`src/rtl/stream_in_matrix_ping_pong_pkg.sv`:
```
`default_nettype none
// ============================================================================
//  Package    : stream_matrix_pkg
//  Description: Helpers shared by the matrix stream-out and stream-in blocks.
//               - cnt_w   : counter width for an index range of n values
//               - idx_row : row of row-major element k in a matrix of C columns
//               - idx_col : column of row-major element k
//               - bank_sel_e : ping-pong bank identifier
//  Revision   : 1.0 - initial release
// ============================================================================
package stream_matrix_pkg;

  typedef enum logic {
    BANK_0 = 1'b0,
    BANK_1 = 1'b1
  } bank_sel_e;

  function automatic int cnt_w(input int n);
    return (n <= 1) ? 1 : $clog2(n);
  endfunction

  function automatic int idx_row(input int k, input int cols);
    return k / cols;
  endfunction

  function automatic int idx_col(input int k, input int cols);
    return k % cols;
  endfunction

endpackage
`default_nettype wire

```
`src/rtl/stream_in_matrix_ping_pong_if.sv`:
```
`default_nettype none
// ============================================================================
//  Interface  : stream_in_matrix_ping_pong_if
//  Description: Serial element link into the matrix collector plus the
//               completed-matrix outputs.
//    in_valid  : in_data carries one element this cycle
//    in_data   : BITS-wide element, row-major order
//    in_first  : with in_valid, marks element 0 of a matrix
//    out_valid : 1-cycle pulse, c holds a newly completed matrix
//    c         : completed R x C matrix, c[row][col]
//    frame_err : 1-cycle pulse, in_first arrived mid-frame
//  Modports   : master = element source / matrix consumer, slave = collector
//  Revision   : 1.0 - initial release
// ============================================================================
interface stream_in_matrix_ping_pong_if #(
  parameter int BITS = 8,
  parameter int R    = 3,
  parameter int C    = 3
);

  logic                             in_valid;
  logic [BITS-1:0]                  in_data;
  logic                             in_first;
  logic                             out_valid;
  logic [R-1:0][C-1:0][BITS-1:0]    c;
  logic                             frame_err;

  modport master (
    output in_valid,
    output in_data,
    output in_first,
    input  out_valid,
    input  c,
    input  frame_err
  );

  modport slave (
    input  in_valid,
    input  in_data,
    input  in_first,
    output out_valid,
    output c,
    output frame_err
  );

endinterface
`default_nettype wire

```
`src/rtl/stream_in_matrix_ping_pong_bank.sv`:
```
`default_nettype none
// ============================================================================
//  Module     : matrix_bank_reg
//  Description: One R x C bank of BITS-wide element registers. A single
//               element addressed by (row, col) is written when wr_en is high.
//    clk    : clock
//    reset  : asynchronous active-high reset, clears every element
//    wr_en  : write enable
//    row    : row index of the element to write
//    col    : column index of the element to write
//    data   : element value
//    mat    : full matrix contents, mat[row][col]
//  Revision   : 1.0 - initial release
// ============================================================================
module matrix_bank_reg
  import stream_matrix_pkg::*;
#(
  parameter int BITS = 8,
  parameter int R    = 3,
  parameter int C    = 3
) (
  input  logic                          clk,
  input  logic                          reset,
  input  logic                          wr_en,
  input  logic [cnt_w(R)-1:0]           row,
  input  logic [cnt_w(C)-1:0]           col,
  input  logic [BITS-1:0]               data,
  output logic [R-1:0][C-1:0][BITS-1:0] mat
);

  localparam int c_RW = cnt_w(R);
  localparam int c_CW = cnt_w(C);

  logic [R-1:0][C-1:0][BITS-1:0] r_mat;

  // Per-element decode rather than a direct variable index, so that
  // single-row / single-column shapes need no special casing.
  always_ff @(posedge clk or posedge reset) begin
    if (reset) begin
      r_mat <= '0;
    end else begin
      for (int i = 0; i < R; i++) begin
        for (int j = 0; j < C; j++) begin
          if (wr_en && (row == c_RW'(i)) && (col == c_CW'(j))) begin
            r_mat[i][j] <= data;
          end
        end
      end
    end
  end

  assign mat = r_mat;

endmodule
`default_nettype wire

```
`src/rtl/stream_in_matrix_ping_pong.sv`:
```
`default_nettype none
// ============================================================================
//  Module     : stream_in_matrix_ping_pong
//  Description: Serial-to-matrix collector with ping-pong storage. Row-major
//               elements fill the write bank; when the last element lands the
//               banks swap and the completed matrix is presented on c with a
//               1-cycle out_valid pulse. The read bank stays stable while the
//               next matrix fills the other bank.
//    clk   : clock, all state on posedge
//    reset : asynchronous active-high reset
//    bus   : slave side of stream_in_matrix_ping_pong_if
//            (in_valid, in_data, in_first -> out_valid, c, frame_err)
//  Revision   : 1.0 - initial release
// ============================================================================
module stream_in_matrix_ping_pong
  import stream_matrix_pkg::*;
#(
  parameter int BITS = 8,
  parameter int R    = 3,
  parameter int C    = 3
) (
  input  logic                          clk,
  input  logic                          reset,
  stream_in_matrix_ping_pong_if.slave   bus
);

  localparam int c_ELEMENTS = R * C;
  localparam int c_CNT_W    = cnt_w(c_ELEMENTS);
  localparam int c_ROW_W    = cnt_w(R);
  localparam int c_COL_W    = cnt_w(C);

  logic [c_CNT_W-1:0]            r_count;
  bank_sel_e                     r_wr_bank;
  logic                          r_out_valid;
  logic                          r_frame_err;

  logic [c_CNT_W-1:0]            w_k;
  logic                          w_last;
  logic [c_ROW_W-1:0]            w_row;
  logic [c_COL_W-1:0]            w_col;
  logic                          w_wr_en0;
  logic                          w_wr_en1;
  logic [R-1:0][C-1:0][BITS-1:0] w_bank0;
  logic [R-1:0][C-1:0][BITS-1:0] w_bank1;

  // in_first always restarts at element 0; a mid-frame restart simply
  // overwrites the write bank from the top, discarding the partial frame.
  assign w_k    = bus.in_first ? '0 : r_count;
  assign w_last = (w_k == c_CNT_W'(c_ELEMENTS - 1));
  assign w_row  = c_ROW_W'(idx_row(int'(w_k), C));
  assign w_col  = c_COL_W'(idx_col(int'(w_k), C));

  assign w_wr_en0 = bus.in_valid && (r_wr_bank == BANK_0);
  assign w_wr_en1 = bus.in_valid && (r_wr_bank == BANK_1);

  matrix_bank_reg #(
    .BITS (BITS),
    .R    (R),
    .C    (C)
  ) u_bank0 (
    .clk   (clk),
    .reset (reset),
    .wr_en (w_wr_en0),
    .row   (w_row),
    .col   (w_col),
    .data  (bus.in_data),
    .mat   (w_bank0)
  );

  matrix_bank_reg #(
    .BITS (BITS),
    .R    (R),
    .C    (C)
  ) u_bank1 (
    .clk   (clk),
    .reset (reset),
    .wr_en (w_wr_en1),
    .row   (w_row),
    .col   (w_col),
    .data  (bus.in_data),
    .mat   (w_bank1)
  );

  always_ff @(posedge clk or posedge reset) begin
    if (reset) begin
      r_count     <= '0;
      r_wr_bank   <= BANK_0;
      r_out_valid <= 1'b0;
      r_frame_err <= 1'b0;
    end else begin
      r_out_valid <= bus.in_valid && w_last;
      r_frame_err <= bus.in_valid && bus.in_first && (r_count != '0);
      if (bus.in_valid) begin
        if (w_last) begin
          r_count   <= '0;
          r_wr_bank <= (r_wr_bank == BANK_0) ? BANK_1 : BANK_0;
        end else begin
          r_count   <= w_k + c_CNT_W'(1);
        end
      end
    end
  end

  // The read bank is always the one not being written. The bank swap and
  // the out_valid pulse are registered on the same edge, so c and
  // out_valid change together.
  assign bus.c         = (r_wr_bank == BANK_0) ? w_bank1 : w_bank0;
  assign bus.out_valid = r_out_valid;
  assign bus.frame_err = r_frame_err;

endmodule
`default_nettype wire

```
`src/flat_wrapper.sv`:
```
// flat-port wrapper written by rule: the top's interface ports become plain ports
module stream_in_matrix_ping_pong_flat import stream_matrix_pkg::*;
#(
  parameter int BITS = 8,
  parameter int R    = 3,
  parameter int C    = 3
)
  (clk, reset, bus_in_valid, bus_in_data, bus_in_first, bus_out_valid, bus_c, bus_frame_err);
  stream_in_matrix_ping_pong_if #(.BITS(BITS), .R(R), .C(C)) bus_i ();
  input  logic clk;
  input  logic reset;
  input wire logic [$bits(bus_i.in_valid)-1:0] bus_in_valid;
  input wire logic [$bits(bus_i.in_data)-1:0] bus_in_data;
  input wire logic [$bits(bus_i.in_first)-1:0] bus_in_first;
  output wire logic [$bits(bus_i.out_valid)-1:0] bus_out_valid;
  output wire logic [$bits(bus_i.c)-1:0] bus_c;
  output wire logic [$bits(bus_i.frame_err)-1:0] bus_frame_err;
  assign bus_i.in_valid = bus_in_valid;
  assign bus_i.in_data = bus_in_data;
  assign bus_i.in_first = bus_in_first;
  assign bus_out_valid = bus_i.out_valid;
  assign bus_c = bus_i.c;
  assign bus_frame_err = bus_i.frame_err;
  stream_in_matrix_ping_pong #(.BITS(BITS), .R(R), .C(C)) u_core (.clk(clk), .reset(reset), .bus(bus_i));
endmodule
```
`config.mk`:
```
export PLATFORM = sky130hd
export DESIGN_NAME = stream_in_matrix_ping_pong_flat
export DESIGN_NICKNAME = d
export VERILOG_FILES = /design/src/rtl/stream_in_matrix_ping_pong_pkg.sv /design/src/rtl/stream_in_matrix_ping_pong_if.sv /design/src/rtl/stream_in_matrix_ping_pong_bank.sv /design/src/rtl/stream_in_matrix_ping_pong.sv /design/src/flat_wrapper.sv
export SDC_FILE = /design/constraint.sdc
export NUM_CORES = 1
export LEC_CHECK = 0
export CAP_MARGIN = 0
export CORE_UTILIZATION = 56
export CTS_CLUSTER_SIZE = 40
export DETAILED_ROUTE_END_ITERATION = 16
export GPL_TIMING_DRIVEN = 0
export MAX_ROUTING_LAYER = met4
export PLACE_DENSITY = 0.88
export SLEW_MARGIN = 20
export SYNTH_ARGS = -nofsm -noshare
export SYNTH_HDL_FRONTEND = slang
export SYNTH_SLANG_ARGS = --single-unit
```
`constraint.sdc`:
```
create_clock -name clk -period 6.2 [get_ports clk]
set_clock_uncertainty 0.2 [all_clocks]
set_input_delay 1.24 -clock clk [delete_from_list [all_inputs] [get_ports clk]]
set_output_delay 1.24 -clock clk [all_outputs]
set_load 0.005 [all_outputs]
```
== Word-level counts from Yosys, hierarchy flattened ==
Cells that the tools add are included.
W data, S select, Z words.

* Register bits: 151
* Bits of input ports: 12

* Bitwise gates (word level): 1
* Equality and inequality tests: 5
* Multiplexer cells: 4
* Reduce and logical (&&, ||, !) cells: 33
* Divide/modulo/power cells: 2
* Add/subtract/negate cells: 1

{| class="wikitable"
|+ Operators by type and width
! operator !! count
|-
| $mux W72 || 1
|-
| $div A5 B3 Y32 const B || 1
|-
| $mod A5 B3 Y32 const B || 1
|-
| $logic_and A1 B1 Y1 || 29
|-
| $mux W4 || 2
|-
| $add A4 B1 Y4 const B || 1
|-
| $eq A2 B1 Y1 const B || 2
|-
| $eq A2 B2 Y1 const B || 2
|-
| $eq A4 B4 Y1 const B || 1
|-
| $logic_not A2 Y1 || 2
|-
| $reduce_bool A4 Y1 || 1
|-
| $reduce_and A2 Y1 || 1
|-
| $mux W1 || 1
|-
| $not A1 Y1 || 1
|}

== Logic depth before layout (Yosys ltp) ==
* Depth in word-level cells: 5
* Gate-level depth with buffers: 17

== Cells and area by module ==
Synthesis repeated with hierarchy kept, for this count alone.

* Cell total of the unflattened synthesis: 472
* Area, all modules: 6957.9 um^2

{| class="wikitable"
|+ By module, submodules not included
! module !! area an instance (um^2) !! cells an instance !! times used
|-
| matrix_bank_reg || 2753.9 || 163 || 2
|-
| stream_in_matrix_ping_pong || 1450.1 || 146 || 1
|}

== Worst setup path before layout ==
OpenSTA, ideal clock, no wires.

* Path type: input -> register
* From: input port bus_in_first
* To: register u_core.u_bank1.r_mat, in the netlist u_core.u_bank1.mat[0]
* Cell stages on the path: 15
* Setup time: 0.125 ns
* Slack: 1.689 ns
* Arrival time: 4.186 ns
* Path through: nand2b_2 > inv_1 > ha_1 > clkbuf_2 > nand4b_1 > mux2_4 > nand2_1 > nand2_1 > ha_1 > nand4b_1 > a211o_1 > and2_0 > clkbuf_1 > nor3_2 > mux2_2

* Word-level cells in the longest chain between the ends: 5
* Elaborated cells between the ends (all ways): 7
* Those cells by class: div: 2; mux: 1; reduce/logical: 4

{| class="wikitable"
|+ RTL lines
! element !! RTL line !! text
|-
| from (decl) || flat_wrapper.sv:14 || <nowiki>input wire logic [$bits(bus_i.in_first)-1:0] bus_in_first;</nowiki>
|-
| $mux W4 * || stream_in_matrix_ping_pong.sv:48 || <nowiki>assign w_k = bus.in_first ? '0 : r_count;</nowiki>
|-
| $div A5 B3 Y32 || stream_in_matrix_ping_pong_pkg.sv:23 || <nowiki>return k / cols;</nowiki>
|-
| $logic_not A2 Y1 || stream_in_matrix_ping_pong_bank.sv:44 || <nowiki>if (wr_en && (row == c_RW'(i)) && (col == c_CW'(j))) begin</nowiki>
|-
| $logic_and A1 B1 Y1 || stream_in_matrix_ping_pong_bank.sv:44 ||
|-
| $logic_and A1 B1 Y1 * || stream_in_matrix_ping_pong_bank.sv:44 ||
|-
| to (signal, indexed assignment) || stream_in_matrix_ping_pong_bank.sv:45 || <nowiki>r_mat[i][j] <= data;</nowiki>
|-
| to (decl) || stream_in_matrix_ping_pong_bank.sv:34 || <nowiki>logic [R-1:0][C-1:0][BITS-1:0] r_mat;</nowiki>
|}

Mark *: on every way between the ends. The rest lies on a longest branch, timed or not.
A chain may end at the register's enable or synchronous reset.

== Worst setup path in the final report ==
* From: input port bus_in_first
* To: register u_core.u_bank1.r_mat, in the netlist u_core.u_bank1.mat[4]

Same word-level chain as after synthesis.

==> impl_metrics.yaml <==
route:
  ant_nets: 0
  viasPerCell: 5.890
  num_vias: 4353
  drtPass1Iterations: 4
  drc: 0
  drt_iter0_markers: 146
  drt-total-wl_um: 16030
  detail_route.wl_per_cell_um: 21.70
clocking:
  post_cts_buffers: 0
  clk_pin_slew_ns: 0.06
  numCtsBuffers: 17
  clkLatencyLatePin_ns: 0.42
  ctsHoldBuffers: 0
  cts-root-buf: "clkbuf_16"
  clk_path_buf_depth: 2
  cts_tree: "yes"
  clock-sinks: 151
  htreeDepth: 4
  ctsResizeCount: 0
placement:
  io_buffers: 84
  place_congestion: 0.8555
  place_ws_ns: 0.4324
  dp_hpwl_um: 10580
yosys:
  netlist_top_cells_area: "dfrtp_1, mux2_2, clkbuf_1, ha_1, nor4b_4"
  synthArstFlopShare_pct: 100.0
  synth-seq-area-share_pct: 54.59
  yosys_warnings: 0
  synth_cell_types: 41
  syn_nets: 492
  synth_top_area_share_pct: 54.59
  synth_edf_count: 0
  syn_area_um2: 6922
  synth.avg_cell_area_um2: 14.57
  yosysTopAreaCell: "dfrtp_1"
  ys_ff_latch: 151
  synth_flop_cell: "dfrtp_1"
  syn-instance-count: 475
worst_setup_path:
  critPathBufInv: 4
  timing.rr.start: "u_core.r_count[3]$_DFFE_PP0P_"
  end_kind: "flip-flop"
  worstSetupPathType: "input port to flip-flop"
  start_kind: "input port"
  crit_fanout: 8
  crit_start: "bus_in_first"
  crit_required_ns: 6.31
  worst-path-stages: 16
  cp_slowest_cell: "nor3_2"
  critical_path.endpoint: "u_core.u_bank1.mat[4]$_DFFE_PP0P_"
  crit_path_cell_trace: "clkdlybuf4s50_1 -> nand2b_2 -> inv_1 -> ha_1 -> clkbuf_2 -> nand4b_1 -> mux2_4 -> nand2_1 -> nand2_1 -> ha_1 -> nand4b_1 -> a211o_1 -> and2_0 -> clkbuf_1 -> nor3_2 -> mux2_2"
  rr_worst_depth: 16
  path_delay_family: "simple AND/OR/NAND/NOR gates"
  slowest_delay_ns: 0.68
  critPathArrivalTime_ns: 5.47
  timing.rr.end: "u_core.u_bank1.mat[4]$_DFFE_PP0P_"
  reg2reg_slack_ns: 1.88
global_routing:
  met1_usage_pct: 34.69
  antenna_found_initial: 0
  grt_pass1_wl_um: 25640
  grt_busiest_layer: "met2"
  global_route.usage.met3_pct: 6.427
  met2_usage_pct: 44.79
  overflow: 0
  grt_max_degree: 80
  grt_pass1_vias: 4748
  grt_usage_pct: 28.11
floorplan:
  start_util_pct: 57.62
  die_y_um: 113.2
  ios: 86
  fp.dieArea_um2: 12810
  core_um2: 12010
  rows: 40
  die_w_um: 113.2
power:
  clock_power_share_pct: 23.4
  combPwrFrac_pct: 40.2
  intPower_mw: 3.078
  p_switching_mw: 1.261
  peakVddDrop_mv: 0.3596
  seq_power_share_pct: 36.4
  sw_frac_of_total_pct: 29.07
  leakage_nw: 3.961
  p_per_area_nw_per_um2: 506.2
finish:
  synthToLayoutAreaGrowth_pct: 23.84
  final_nets: 596
  fill_cells: 791
  multiInputGateArea_um2: 3010
  mostFrequentLayoutCells: "mux2_2, dfrtp_1, clkdlybuf4s50_1, clkbuf_1, clkbuf_16"
  fin_util_pct: 71.36
  antenna_cells: 0
  mostFrequentLayoutCell: "mux2_2"
  drive_gt1_share_pct: 44.93
  regArea_um2: 3779
timing:
  slew_violations: 0
  hold_slack_ns: 0.2988
  finalSetupViolations: 0
  rsz0062_at_grt: "no"
  report.final.hold_viol_count: 0
  fin_crit_sh_pct: 86.48
  fin_crit_ns: 5.362
  tightest_slew_ns: 0.8309
  max_slew_margin_pct: 44.61
  layout_setup_ws_ns: 0.8383
  max_freq_ghz: 0.1865
flow_run:
  maxCapViolations: 0
hold_path:
  min_path_type: "flip-flop to flip-flop"
status:
  status: "completed"
[synthesized netlist by cell type (all sizes together), types with 2 or more instances]
cell type	count
mux2	219
dfrtp	151
clkbuf	20
nand2	8
buf	7
inv	6
nand3	6
nor2	6
ha	5
nand4	5
nor3	4
a21oi	3
and3	3
nand2b	3
nand4b	3
o21ai	3
and2	2
and4	2
mux2i	2
nor2b	2
nor4b	2
[power groups by stage]
stage / clock network, mW / registers [mW] / logic, mW
after floorplan: 0 / 1.51 / 1.01
after global placement: 0 / 1.54 / 1.68
after detailed placement: 0 / 1.58 / 1.74
after CTS: 1.02 / 1.58 / 1.76
after global routing: 1.07 / 1.63 / 1.86
final: 1.01 / 1.58 / 1.75
[cell type report]
class,count,share of cell area (%)
flip-flops and latches,151,44.08
multi-input cells,291,35.12
repair buffers,85,10.13
clock buffers,26,6.174
well taps,147,2.146
plain buffers,27,1.284
clock inverters,6,0.7152
inverters,6,0.3503
[stage by stage]
stage	setup TNS (ns)	cell area [um2]	cells	power, mW
after floorplan	0	6922	475	2.517
after global placement	-143.95	7946	706	3.217
after detailed placement	0	7981	707	3.320
after CTS	0	8572	739	4.355
after global routing	0	8572	739	4.554
final	0	8572	739	4.339
[worst register-to-register path: stages (launching register included)]
cell	delay (ns)
dfrtp_1	0.32
buf_2	0.20
nand2b_2	0.11
inv_1	0.15
ha_1	0.18
clkbuf_2	0.19
nand4b_1	0.21
mux2_4	0.39
nand2_1	0.11
nand2_1	0.06
ha_1	0.20
nand4b_1	0.18
a211o_1	0.29
and2_0	0.16
clkbuf_1	0.17
nor3_2	0.68
mux2_2	0.42
[kinds of logic (layout without fill, tap and decap cells)]
family,Yosys count,in the layout,share of synthesized area [%]
DFF,151,151,54.59
AOI/OAI and AO/OA,14,14,1.410
xor gates and xnor gates,2,2,0.2531
adders and majority gates,5,5,0.9038
and+or+nand+nor,49,49,4.953
buffers and inverters,33,150,1.916
muxes,221,221,35.97
[how the worst min path moves through the flow]
stage	from	end	slack [ns]	depth (start not counted)
2_1_floorplan	u_core.u_bank0.mat[48]$_DFFE_PP0P_	u_core.u_bank0.mat[48]$_DFFE_PP0P_	0.27	1
3_3_place_gp	u_core.u_bank0.mat[19]$_DFFE_PP0P_	u_core.u_bank0.mat[19]$_DFFE_PP0P_	0.28	1
3_5_place_dp	u_core.u_bank0.mat[54]$_DFFE_PP0P_	u_core.u_bank0.mat[54]$_DFFE_PP0P_	0.29	1
4_1_cts	u_core.u_bank0.mat[54]$_DFFE_PP0P_	u_core.u_bank0.mat[54]$_DFFE_PP0P_	0.30	1
5_1_grt	u_core.u_bank0.mat[18]$_DFFE_PP0P_	u_core.u_bank0.mat[18]$_DFFE_PP0P_	0.31	1
6_report	u_core.u_bank0.mat[54]$_DFFE_PP0P_	u_core.u_bank0.mat[54]$_DFFE_PP0P_	0.30	1
[layer usage]
layer  vias up  routed length (um)
met3        28                 752
met1      2281                6822
met2       121                8134
met5         -                   0
met4         0                 324
li1       1923                   -
[sequential cells by signal, indices dropped and copies added (netlist names)]
| name | flops |
|---|---|
| u_core.bus.frame_err | 1 |
| u_core.bus.out_valid | 1 |
| u_core.r_count | 4 |
| u_core.r_wr_bank | 1 |
| u_core.u_bank0.mat | 72 |
| u_core.u_bank1.mat | 72 |
(Power assumes the default switching activity.)
